--- config.mk ---
export PLATFORM = sky130hd
export DESIGN_NAME = output_port_allocator
export DESIGN_NICKNAME = d
export VERILOG_FILES = /design/src/rtl/output_port_allocator.sv
export SDC_FILE = /design/constraint.sdc
export NUM_CORES = 1
export LEC_CHECK = 0
export CAP_MARGIN = 40
export CELL_PAD_IN_SITES_DETAIL_PLACEMENT = 1
export CELL_PAD_IN_SITES_GLOBAL_PLACEMENT = 1
export CORE_MARGIN = 2
export CORE_UTILIZATION = 45
export CTS_BUF_LIST = sky130_fd_sc_hd__clkbuf_8
export CTS_CLUSTER_DIAMETER = 30
export DETAILED_ROUTE_END_ITERATION = 7
export HOLD_SLACK_MARGIN = 0.15
export PLACE_DENSITY_LB_ADDON = 0.1
export SYNTH_ARGS = -nofsm -noshare
export SYNTH_HDL_FRONTEND = slang
export SYNTH_SLANG_ARGS = --single-unit
--- constraint.sdc ---
create_clock -name clk -period 6.55 [get_ports clk]
set_clock_uncertainty 0.05 [all_clocks]
set_input_delay 1.31 -clock clk [delete_from_list [all_inputs] [get_ports clk]]
set_output_delay 1.31 -clock clk [all_outputs]
set_load 0.05 [all_outputs]
--- src/rtl/output_port_allocator.sv ---
// Wormhole output-port allocator: round-robin grant held until the tail flit,
// crossbar select, and credit-gated flit transfer toward the downstream buffer.
module output_port_allocator #(
    parameter int N_IN     = 5,
    parameter int CRED_MAX = 4,
    parameter int CW       = 3
) (
    input  logic            clk,
    input  logic            rst,
    input  logic [N_IN-1:0] req,
    input  logic [N_IN-1:0] tail,
    input  logic            credit_in,
    output logic [N_IN-1:0] gnt,
    output logic [2:0]      sel,
    output logic            fire,
    output logic            busy,
    output logic [CW-1:0]   credits,
    output logic            cred_err
);

    typedef enum logic {IDLE, LOCKED} state_t;

    state_t          state, state_nxt;
    logic [2:0]      ptr, ptr_nxt;
    logic [2:0]      pick, idx;
    logic            found;
    logic [N_IN-1:0] gnt_nxt;
    logic [2:0]      sel_nxt;
    logic            busy_nxt;
    logic            cred_full;

    // Saturating credit update; fire and credit_in together cancel out.
    function automatic logic [CW-1:0] credit_next(input logic [CW-1:0] c,
                                                  input logic dec,
                                                  input logic inc);
        logic [CW-1:0] r;
        r = c;
        if (dec && !inc)
            r = c - CW'(1);
        else if (inc && !dec && c != CW'(CRED_MAX))
            r = c + CW'(1);
        return r;
    endfunction

    // First requester at or after ptr, wrapping modulo N_IN.
    always_comb begin
        pick  = '0;
        found = 1'b0;
        idx   = '0;
        for (int k = 0; k < N_IN; k++) begin
            idx = 3'((int'(ptr) + k) % N_IN);
            if (!found && req[idx]) begin
                found = 1'b1;
                pick  = idx;
            end
        end
    end

    assign fire      = (state == LOCKED) && req[sel] && (credits != '0);
    assign cred_full = (credits == CW'(CRED_MAX));

    always_comb begin
        state_nxt = state;
        gnt_nxt   = gnt;
        sel_nxt   = sel;
        busy_nxt  = busy;
        ptr_nxt   = ptr;
        case (state)
            IDLE: begin
                if (found) begin
                    gnt_nxt   = N_IN'(1) << pick;
                    sel_nxt   = pick;
                    busy_nxt  = 1'b1;
                    state_nxt = LOCKED;
                end
            end
            LOCKED: begin
                if (fire && tail[sel]) begin
                    gnt_nxt   = '0;
                    busy_nxt  = 1'b0;
                    state_nxt = IDLE;
                    ptr_nxt   = (sel == 3'(N_IN - 1)) ? 3'd0 : sel + 3'd1;
                end
            end
            default: state_nxt = IDLE;
        endcase
    end

    always_ff @(posedge clk or negedge rst) begin
        if (!rst) begin
            state    <= IDLE;
            gnt      <= '0;
            sel      <= '0;
            busy     <= 1'b0;
            ptr      <= '0;
            credits  <= CW'(CRED_MAX);
            cred_err <= 1'b0;
        end else begin
            state    <= state_nxt;
            gnt      <= gnt_nxt;
            sel      <= sel_nxt;
            busy     <= busy_nxt;
            ptr      <= ptr_nxt;
            credits  <= credit_next(credits, fire, credit_in);
            cred_err <= cred_err | (credit_in & ~fire & cred_full);
        end
    end

endmodule

==> out/metrics.yaml <==
status: "complete, no violations"
critical_path_class: "in2out"
die_y_um: 79.1
cts-htree-levels: 1
avgSynthCellArea_um2: 8.43
min_to: "busy"
critPathArrivalTime_ns: 3.62
floorplan.initialDensity_pct: 46.3
worstHoldStart: "busy"
timing.max_cap.violations: 0
coreArea_um2: 5470
drive_above_1_share_pct: 12.9
rsz0062_at_grt: "false"
die_w_um: 79.1
clk_latency_ns: 0.25
antenna_left: 0
cts.sinks: 17
grt_start_max_net_pins: 33
first_global_vias: 2379
place_congestion: 0.893
antennaDiodeCount: 0
grt_overflow: 0
synth_ff_type: "dfrtp_1"
max_stage_delay_ns: 0.82
cts_tree: "done"
cp_cell_sequence: "clkdlybuf4s50_1 > mux4_2 > nor2_1 > a211oi_2 > buf_4 > clkdlybuf4s50_1"
io_pins: 27
clkSlewWorstSetupHoldPaths_ns: 0.07
drt_iter0_drc: 129
syn_area_um2: 2540
clockBufferDepth: 2
nNetsFinal: 349
fin_crit_sh_pct: 76.1
area_growth_pct: 12.9
syn_inst: 301
dr.pass1.iters: 4
hold_viol: 0
min_path_type: "reg2reg"
synth_cell_types: 81
end_kind: "output pin"
worst_slew_pin_slew_ns: 0.839
crit_required_ns: 5.19
synth_enable_flop_cells: 0
portBuffers: 26
antenna_found_initial: 0
crit_buf_inv: 3
r2r_start: "ptr[1]"
cp_slowest_cell: "clkdlybuf4s50_1"
fmax_mhz: 201
post_cts_buffers: 0
ctsHoldBuffers: 0
routed_wl_mm: 7.00
slew_violations: 0
cts_resized: 0
viasPerCell: 6.11
critical_path.most_common_cell: "clkdlybuf4s50_1"
setup_viol_count_final: 0
drc_errors: 0
r2r_cells: 14
crit_path_max_fanout: 11
die-area_um2: 6250
startpoint: "req[1]"
r2r_setup_slack_ns: 1.60
num_rows: 27
grt_usage_pct: 23.7
relSlewSlack_pct: 44.1
critical_path.top_delay_family: "buffers and inverters"
worst-path-stages: 6
synth_seq_area_share_pct: 16.8
ys_ff_latch: 17
async_reset_ff_share_pct: 100
holdPathStages: 1
reg2reg_to: "gnt[3]"
cts_made_buffers: 3
num_vias: 2377
synthesis.nets: 332
post-route-min-period_ns: 4.98
grt_pass1_wl_mm: 11.8
ys_warn_count: 0
critical_path.startpoint_type: "input pin"
setup_tns_ns: 0
wire_per_inst_um: 18.0
dpl.hpwl_mm: 5.47
root_buffer: "clkbuf_8"
metal layers:
layer	up-vias	track usage, %	part of all wire [%]
li1	1149	-	-
met1	1172	32.9	47
met2	44	39.2	47
met3	12	2.73	3.7
met4	0	6.55	2.4
met5	-	0	0
placed cells by master (no fill, tap or decap), drive strengths merged, types with 7 or more instances in the layout:
cell	count
xnor2	9
ha	17
o21ai	20
dfrtp	16
nand3	10
a21oi	16
nor2	21
nor2b	7
clkdlybuf4s50	26
inv	21
mux2i	15
nand2	21
a211oi	7
worst reg2reg max path: cells and delay by family (launching register included):
kind                     cells  cell delay [ns]
AND/OR/NAND/NOR              3             0.80
adder cells (fa/ha/maj)      2             0.59
buffers and inverters        3             0.68
AO/OA/AOI/OAI                6             1.99
flip-flops                   1             0.73
cell families after synthesis:
| family | count (synthesis) | share of synthesized area (%) |
|---|---|---|
| compound gates | 90 | 27.9 |
| simple gates | 101 | 21.3 |
| flops | 17 | 16.8 |
| mux | 26 | 13.8 |
| buf+inv | 39 | 7.06 |
| fa+ha+maj | 18 | 9.18 |
| xor+xnor | 10 | 4.05 |
synthesized netlist by cell type (3+ instances only):
cell type | instances | area [um^2]
clkbuf_1 | 7 | 26.3
o2111ai_1 | 4 | 35.0
nor2_1 | 20 | 75.1
nand3_1 | 10 | 50.1
o21ai_0 | 18 | 90.1
nand2b_1 | 6 | 37.5
inv_1 | 19 | 71.3
nor3_1 | 6 | 30.0
nor2b_1 | 7 | 43.8
a21o_1 | 5 | 37.5
mux2_2 | 4 | 45.0
dfrtp_1 | 16 | 400
buf_4 | 4 | 30.0
o211a_1 | 3 | 30.0
xnor2_1 | 7 | 61.3
mux4_2 | 6 | 135
a211oi_1 | 5 | 37.5
ha_1 | 17 | 213
buf_1 | 3 | 11.3
a21oi_1 | 14 | 70.1
mux2i_1 | 14 | 140
nand2_1 | 21 | 78.8
or3_1 | 5 | 31.3
and2_1 | 3 | 18.8
a32o_1 | 3 | 30.0
nor3b_1 | 5 | 37.5
metrics by stage:
step / area (um^2) / hold slack [ns] / std cells / util (%) / setup slack, ns
2_1_floorplan: 2540 / 0.422 / 301 / - / 2.33
3_3_place_gp: 2820 / 0.411 / 385 / 51.5 / 1.59
3_5_place_dp: 2820 / 0.416 / 385 / 51.5 / 1.59
4_1_cts: 2860 / 0.433 / 389 / 52.3 / 1.58
5_1_grt: 2860 / 0.450 / 389 / 52.3 / 1.06
6_report: 2860 / 0.428 / 389 / 52.3 / 1.57
layout make-up:
| cell class | instances | area [um^2] |
|---|---|---|
| fill | 674 | 2610 |
| multi-input combinational | 245 | 1930 |
| sequential | 17 | 427 |
| timing repair buffer | 30 | 290 |
| tap | 72 | 90.1 |
| inverter | 21 | 78.8 |
| clock buffer | 3 | 41.3 |
| clock inverter | 1 | 5.00 |
sequential cells by signal, indices dropped and copies added, names as in the netlist:
name,cells
sel,3
state,1
gnt,5
credits,3
busy,1
cred_err,1
ptr,3
worst max path at each step:
stage               slack [ns]      to
floorplan                 2.33    fire
global placement          1.59    fire
detailed placement        1.59    fire
CTS                       1.58    fire
global route              1.06  gnt[2]
finish                    1.57    fire
Power is not shown: default switching activity piles up to over one toggle a cycle in this logic, so the estimate is an artifact.
